===== src/rtl/param_simple_cpu_if.sv =====
// Preload and observation bundle for param_simple_cpu.
// The bench owns the preload port; the CPU publishes its architectural state.
`timescale 1ns/1ps
interface param_simple_cpu_if #(
  parameter int ADDR_W = 6
);
  localparam int WORD_W = ADDR_W + 3;

  logic              ld_we;
  logic [ADDR_W-1:0] ld_addr;
  logic [WORD_W-1:0] ld_data;
  logic [ADDR_W-1:0] pc_o;
  logic [WORD_W-1:0] ac_o;
  logic              carry_o;
  logic              halted_o;
  logic              instr_done_o;

  modport master (
    output ld_we, ld_addr, ld_data,
    input  pc_o, ac_o, carry_o, halted_o, instr_done_o
  );

  modport slave (
    input  ld_we, ld_addr, ld_data,
    output pc_o, ac_o, carry_o, halted_o, instr_done_o
  );
endinterface


===== src/rtl/param_simple_cpu.sv =====
// Multi-cycle accumulator CPU with unified memory, 3-bit opcodes, carry flag,
// absorbing HALT state and a preload port that has priority over STA writes.
`timescale 1ns/1ps
module param_simple_cpu #(
  parameter int ADDR_W = 6
) (
  input  logic                clk,
  input  logic                resetn,
  param_simple_cpu_if.slave   cpu_bus
);
  localparam int WORD_W = ADDR_W + 3;
  localparam int DEPTH  = 1 << ADDR_W;

  localparam logic [2:0] OP_ADD = 3'b000;
  localparam logic [2:0] OP_AND = 3'b001;
  localparam logic [2:0] OP_JMP = 3'b010;
  localparam logic [2:0] OP_INC = 3'b011;
  localparam logic [2:0] OP_LDA = 3'b100;
  localparam logic [2:0] OP_STA = 3'b101;
  localparam logic [2:0] OP_JZ  = 3'b110;
  localparam logic [2:0] OP_HLT = 3'b111;

  typedef enum logic [3:0] {
    S_FETCH1, S_FETCH2, S_FETCH3,
    S_ADD1, S_ADD2, S_AND1, S_AND2, S_LDA1, S_LDA2,
    S_INC1, S_JMP1, S_JZ1, S_STA1, S_HLT1, S_HALT
  } state_t;

  logic [WORD_W-1:0] mem [DEPTH];

  state_t            r_state;
  state_t            w_next;
  logic [ADDR_W-1:0] r_pc;
  logic [ADDR_W-1:0] r_ar;
  logic [2:0]        r_ir;
  logic [WORD_W-1:0] r_dr;
  logic [WORD_W-1:0] r_ac;
  logic              r_carry;
  logic              r_halted;
  logic              r_done;
  logic              w_done_next;
  logic              w_sta_we;
  logic [WORD_W-1:0] w_mem_rd;
  logic [WORD_W:0]   w_alu;

  // {carry, AC} result for the accumulator-writing opcodes; others keep both.
  function automatic logic [WORD_W:0] alu_f(
    input logic [2:0]        op,
    input logic [WORD_W-1:0] ac,
    input logic [WORD_W-1:0] dr,
    input logic              carry
  );
    case (op)
      OP_ADD:  alu_f = {1'b0, ac} + {1'b0, dr};
      OP_INC:  alu_f = {1'b0, ac} + {{WORD_W{1'b0}}, 1'b1};
      OP_AND:  alu_f = {carry, ac & dr};
      OP_LDA:  alu_f = {carry, dr};
      default: alu_f = {carry, ac};
    endcase
  endfunction

  assign w_mem_rd = mem[r_ar];
  assign w_alu    = alu_f(r_ir, r_ac, r_dr, r_carry);
  assign w_sta_we = (r_state == S_STA1);

  // State register.
  always_ff @(posedge clk or negedge resetn) begin
    if (!resetn) begin
      r_state <= S_FETCH1;
    end else begin
      r_state <= w_next;
    end
  end

  // Next-state decode; dispatch uses the opcode still held in DR at FETCH3.
  always_comb begin
    w_next      = r_state;
    w_done_next = 1'b0;
    case (r_state)
      S_FETCH1: begin
        if (cpu_bus.ld_we) begin
          w_next = S_FETCH1;
        end else begin
          w_next = S_FETCH2;
        end
      end
      S_FETCH2: w_next = S_FETCH3;
      S_FETCH3: begin
        case (r_dr[WORD_W-1:ADDR_W])
          OP_ADD:  w_next = S_ADD1;
          OP_AND:  w_next = S_AND1;
          OP_JMP:  w_next = S_JMP1;
          OP_INC:  w_next = S_INC1;
          OP_LDA:  w_next = S_LDA1;
          OP_STA:  w_next = S_STA1;
          OP_JZ:   w_next = S_JZ1;
          OP_HLT:  w_next = S_HLT1;
          default: w_next = S_HLT1;
        endcase
      end
      S_ADD1: w_next = S_ADD2;
      S_AND1: w_next = S_AND2;
      S_LDA1: w_next = S_LDA2;
      S_ADD2, S_AND2, S_LDA2, S_INC1, S_JMP1, S_JZ1, S_STA1: begin
        w_next      = S_FETCH1;
        w_done_next = 1'b1;
      end
      S_HLT1:  w_next = S_HALT;
      S_HALT:  w_next = S_HALT;
      default: w_next = S_FETCH1;
    endcase
  end

  // Datapath registers: PC, AR, IR, DR, AC and carry.
  always_ff @(posedge clk or negedge resetn) begin
    if (!resetn) begin
      r_pc    <= {ADDR_W{1'b0}};
      r_ar    <= {ADDR_W{1'b0}};
      r_ir    <= 3'b000;
      r_dr    <= {WORD_W{1'b0}};
      r_ac    <= {WORD_W{1'b0}};
      r_carry <= 1'b0;
    end else begin
      case (r_state)
        S_FETCH1: r_ar <= r_pc;
        S_FETCH2: begin
          r_dr <= w_mem_rd;
          r_pc <= r_pc + ADDR_W'(1);
        end
        S_FETCH3: begin
          r_ir <= r_dr[WORD_W-1:ADDR_W];
          r_ar <= r_dr[ADDR_W-1:0];
        end
        S_ADD1, S_AND1, S_LDA1: r_dr <= w_mem_rd;
        S_ADD2, S_AND2, S_LDA2, S_INC1: {r_carry, r_ac} <= w_alu;
        S_JMP1: r_pc <= r_ar;
        S_JZ1: begin
          if (r_ac == {WORD_W{1'b0}}) begin
            r_pc <= r_ar;
          end
        end
        default: r_pc <= r_pc;
      endcase
    end
  end

  // Status flags, registered from the next-state decode.
  always_ff @(posedge clk or negedge resetn) begin
    if (!resetn) begin
      r_halted <= 1'b0;
      r_done   <= 1'b0;
    end else begin
      r_halted <= (w_next == S_HALT);
      r_done   <= w_done_next;
    end
  end

  // Memory write port: preload always wins a same-cycle STA.
  always_ff @(posedge clk) begin
    if (cpu_bus.ld_we) begin
      mem[cpu_bus.ld_addr] <= cpu_bus.ld_data;
    end else if (w_sta_we) begin
      mem[r_ar] <= r_ac;
    end
  end

  assign cpu_bus.pc_o         = r_pc;
  assign cpu_bus.ac_o         = r_ac;
  assign cpu_bus.carry_o      = r_carry;
  assign cpu_bus.halted_o     = r_halted;
  assign cpu_bus.instr_done_o = r_done;
endmodule


===== src/flat_wrapper.sv =====
// flat-port wrapper written by rule: the top's interface ports become plain ports
module param_simple_cpu_flat 
#(
  parameter int ADDR_W = 6
)
  (clk, resetn, cpu_bus_ld_we, cpu_bus_ld_addr, cpu_bus_ld_data, cpu_bus_pc_o, cpu_bus_ac_o, cpu_bus_carry_o, cpu_bus_halted_o, cpu_bus_instr_done_o);
  param_simple_cpu_if #(.ADDR_W(ADDR_W)) cpu_bus_i ();
  input  logic clk;
  input  logic resetn;
  input wire logic [$bits(cpu_bus_i.ld_we)-1:0] cpu_bus_ld_we;
  input wire logic [$bits(cpu_bus_i.ld_addr)-1:0] cpu_bus_ld_addr;
  input wire logic [$bits(cpu_bus_i.ld_data)-1:0] cpu_bus_ld_data;
  output wire logic [$bits(cpu_bus_i.pc_o)-1:0] cpu_bus_pc_o;
  output wire logic [$bits(cpu_bus_i.ac_o)-1:0] cpu_bus_ac_o;
  output wire logic [$bits(cpu_bus_i.carry_o)-1:0] cpu_bus_carry_o;
  output wire logic [$bits(cpu_bus_i.halted_o)-1:0] cpu_bus_halted_o;
  output wire logic [$bits(cpu_bus_i.instr_done_o)-1:0] cpu_bus_instr_done_o;
  assign cpu_bus_i.ld_we = cpu_bus_ld_we;
  assign cpu_bus_i.ld_addr = cpu_bus_ld_addr;
  assign cpu_bus_i.ld_data = cpu_bus_ld_data;
  assign cpu_bus_pc_o = cpu_bus_i.pc_o;
  assign cpu_bus_ac_o = cpu_bus_i.ac_o;
  assign cpu_bus_carry_o = cpu_bus_i.carry_o;
  assign cpu_bus_halted_o = cpu_bus_i.halted_o;
  assign cpu_bus_instr_done_o = cpu_bus_i.instr_done_o;
  param_simple_cpu #(.ADDR_W(ADDR_W)) u_core (.clk(clk), .resetn(resetn), .cpu_bus(cpu_bus_i));
endmodule

===== config.mk =====
export PLATFORM = sky130hd
export DESIGN_NAME = param_simple_cpu_flat
export DESIGN_NICKNAME = d
export VERILOG_FILES = /design/src/rtl/param_simple_cpu_if.sv /design/src/rtl/param_simple_cpu.sv /design/src/flat_wrapper.sv
export SDC_FILE = /design/constraint.sdc
export NUM_CORES = 1
export LEC_CHECK = 0
export BUFFER_PORTS_ARGS = -buffer_cell sky130_fd_sc_hd__buf_2
export CAP_MARGIN = 30
export CORE_MARGIN = 8
export CORE_UTILIZATION = 31
export DETAILED_ROUTE_END_ITERATION = 10
export PLACE_DENSITY = 0.53
export SYNTH_ARGS = -nofsm -noshare
export SYNTH_HDL_FRONTEND = slang
export SYNTH_SLANG_ARGS = --single-unit

===== constraint.sdc =====
create_clock -name clk -period 3.1 [get_ports clk]
set_clock_uncertainty 0.15 [all_clocks]
set_input_delay 0.155 -clock clk [delete_from_list [all_inputs] [get_ports clk]]
set_output_delay 0.155 -clock clk [all_outputs]
set_load 0.02 [all_outputs]

==> impl_summary.txt <==
----------------------------------------------------
[Hold path]
  Hold WC Path Type ... input port to register

[Floorplan]
  Die width ... 300 um
  Total I/O pin count ... 36
  Row count ... 104
  Die Outline Area ... around 90000 sq um
  Initial core utilization ... 0.312
  Floorplan core area ... 80200 sq um
  Die Height ... 300 um

[Route]
  Number of vias after detailed routing ... 13373
  Initial DRT Pass Iterations ... 5
  Drt initial violations ... between 1000 and 1500
  DRC viols ... 0
  Wire per inst ... 23.2 um
  Antenna viol nets, final ... 0
  Vias per inst ... 4.96
  Post-Route WL ... 62500 um

[Clock network]
  Clock latency reported for the late side of the worst-skew pair ... 600 ps
  Number of sinks handled by clock tree synthesis ... ~620
  Clock root cell ... clkbuf_16
  Clock Pin Slew Worst Setup and Hold Paths ... 60 ps
  CTS H-tree lvls ... 3
  TritonCTS clock tree ... done
  CTS Buffer Depth ... 3
  CTS buffer count ... 67
  Number of buffers added for setup after CTS ... 0

[Synth]
  Area share of the largest cell type after synthesis ... 0.692
  Count of unique library cells instantiated by Yosys ... between 50 and 60
  Count of flip-flops with a built-in enable after synthesis ... 576
  Area of the mapped netlist ... around 25000 sq um
  Post-Syn Area per Cell ... 18.0 sq um
  Number of nets produced by synthesis ... 1416
  Async set-or-reset flop fraction in the synthesized netlist ... 0.0649
  Part of the Yosys area used for sequential elements ... 0.732
  Top area cells in the synthesized netlist ... edfxtp_1, mux4_2, mux2i_1
  Synth area leader ... edfxtp_1
  Number of synthesized register bits ... 616
  Number of standard cells after synthesis ... about 1400
  Number of warnings issued by yosys ... 0
  Top FF cell, synth ... edfxtp_1

[Layout]
  Share of post-route cells with drive strength above 1 ... 0.259
  Area occupied by multi-input gates ... 6260 sq um
  Final standard cell count with taps included and fillers excluded ... 2696
  Fill cell total of the finished layout ... 7552
  Diodes inserted ... 0
  Post-Layout Inst Area ... 29700 sq um
  Layout net count ... roughly 1600
  Register area ... between 15000 and 20000 sq um
  Most frequent cells in the layout ... edfxtp_1, buf_4, nor2_1
  Share of the core filled with cells in the final layout ... 0.370
  Most frequent standard cell in the layout excluding fill and tap cells ... edfxtp_1
  Layout-stage area growth over the synthesis result ... 18.7%

[Placed design]
  Routability congestion estimate ... between 0.8 and 0.9
  Number of placed cells counting well taps ... ~2600
  Area of placed instances ... between 20000 and 30000 sq um
  Number of port buffers ... 35
  Setup WS pre-CTS ... -52.9 ps
  HPWL after detailed placement ... 40000 um

[Critical path]
  Top Family by Delay on Critical Path ... simple AND/OR/NAND/NOR gates
  Crit path largest cell delay ... around 800 ps
  Bufs and invs on worst path ... 2
  Data arrival at the endpoint of the critical path ... 3270 ps
  Standard cell with the maximum stage delay on the critical path ... nor2b_1
  Endpoint kind of the worst setup timing path ... register
  Worst setup SP type ... register
  Most used cell, CP ... buf_4
  Required time of the critical path ... 3360 ps
  Worst setup path class ... register to register
  Largest fanout of any net on the critical path ... 11
  Critical path, cell by cell ... nor2b_1, buf_4, a22o_1, nor4_1, buf_4, a2111oi_1

[Timing]
  Hold Fails Final Rpt ... 0
  RSZ-0062 raised after global routing ... false
  Final WS setup ... roughly 93 ps
  Final count of pins violating max slew ... 0
  Slew at the pin closest to its max-slew limit ... 927 ps
  Achievable frequency ... 0.333 GHz
  Time the final worst path needs with I/O delays and setup ... between 3000 and 4000 ps
  Final setup violation count ... 0
  Worst hold slack after final layout ... 220 ps
  Setup TNS ... 0 ps
  Relative max-transition margin ... 0.381
  Final Cycle Share ... 0.970

[Global route]
  Gr ovfl total ... 0
  Initial antenna violation count ... 2
  Number of global-route vias before repair ... 13983
  First-pass GRT wire length ... 93100 um
  Overall fraction of global-route tracks in use ... 0.137
  Pin count of the biggest net entering global routing ... 65

[Pwr]
  Total leakage power ... about 10 nW
  Power density relative to cell area ... roughly 860 nW/um^2
  IR drop worst, VDD ... 0.395 mV
  Total chip power ... 25.7 mW

[Job]
  Reported max-cap violation count ... 0

[Status]
  Status ... finished clean

----------------------------------------------------
[registers in the layout (all words and copies together), names as in the netlist]
name	flops
u_core.cpu_bus.halted_o	1
u_core.cpu_bus.pc_o	6
u_core.r_state	4
u_core.cpu_bus.ac_o	9
u_core.cpu_bus.instr_done_o	1
u_core.cpu_bus.carry_o	1
u_core.r_ir	3
u_core.r_ar	6
u_core.r_dr	9
u_core.mem	576
[worst reg2reg max path: cells and delay by family (launching register included)]
kind | cells | cell delay [ps]
simple gates | 2 | 870
flops | 1 | 640
compound gates | 2 | 680
buf+inv | 2 | 490
[repair_timing]
| action | 4_1_cts | 5_1_grt |
|---|---|---|
| hold buffers | 3 | 1 |
| cloned | 0 | 0 |
| resized for setup | 3 | 1 |
| hold endpoints to repair | 47 | 10 |
| setup endpoints to repair | 3 | 1 |
[cell families after synthesis]
| logic type | Yosys count | share of synthesized area |
|---|---|---|
| AO/OA/AOI/OAI | 169 | 0.0483 |
| XOR/XNOR | 6 | 0.00210 |
| adder cells (fa/ha/maj) | 11 | 0.00581 |
| buffers and inverters | 77 | 0.0184 |
| flip-flops | 616 | 0.732 |
| multiplexers | 223 | 0.140 |
| AND/OR/NAND/NOR | 285 | 0.0538 |
[where the power goes]
group	internal (mW)	switching (mW)
registers	9.45	0.476
logic	3.49	4.44
clock network	4.62	3.18
[cell usage after synthesis, drive strengths merged (6+ instances only)]
cell     instances
a2111oi         28
a211oi          17
a21oi           20
a22o            19
a22oi           11
and2            12
buf             48
clkbuf          25
dfrtp           40
edfxtp         576
ha              10
mux2            18
mux2i          106
mux4            99
nand2           58
nand2b          13
nand3            8
nor2           120
nor2b           25
nor3             7
nor4            19
o21ai           22
o22a             6
o22ai           31
or3              6
[worst paths after layout]
path                                                          from                            endpoint  slack [ps]  cells past startpoint
worst max-delay path                    u_core.r_ar[2]$_DFFE_PN0P_          u_core.r_dr[0]$_DFFE_PN0P_          90                      6
worst min-delay path                            cpu_bus_ld_addr[2]         u_core.mem[60][0]$_DFFE_PP_         220                      5
worst max register to register          u_core.r_ar[2]$_DFFE_PN0P_          u_core.r_dr[0]$_DFFE_PN0P_          90                      6
worst min register to register  u_core.cpu_bus.pc_o[0]$_DFFE_PN0P_  u_core.cpu_bus.pc_o[0]$_DFFE_PN0P_         430                      1
max in group asynchronous                                   resetn          u_core.r_ar[1]$_DFFE_PN0P_        1940                      4
min in group asynchronous                                   resetn  u_core.cpu_bus.ac_o[0]$_DFFE_PN0P_         380                      3
[area by class of cell]
type / instances / share of cell area
sequential: 616 / 0.617
timing repair buffer: 207 / 0.0552
clock inverter: 34 / 0.0116
multi-input combinational: 694 / 0.211
clock buffer: 81 / 0.0604
tap: 1060 / 0.0447
inverter: 4 / 0.000506
[layer usage]
layer  wire length, um  vias up  GRT usage
met5                27        -          0
li1                  -     6000          -
met4              1420        4     0.0403
met3              3260       98     0.0272
met1             28200     6946      0.189
met2             29600      325      0.220
No activity file was read; power rests on OpenSTA's default activity.
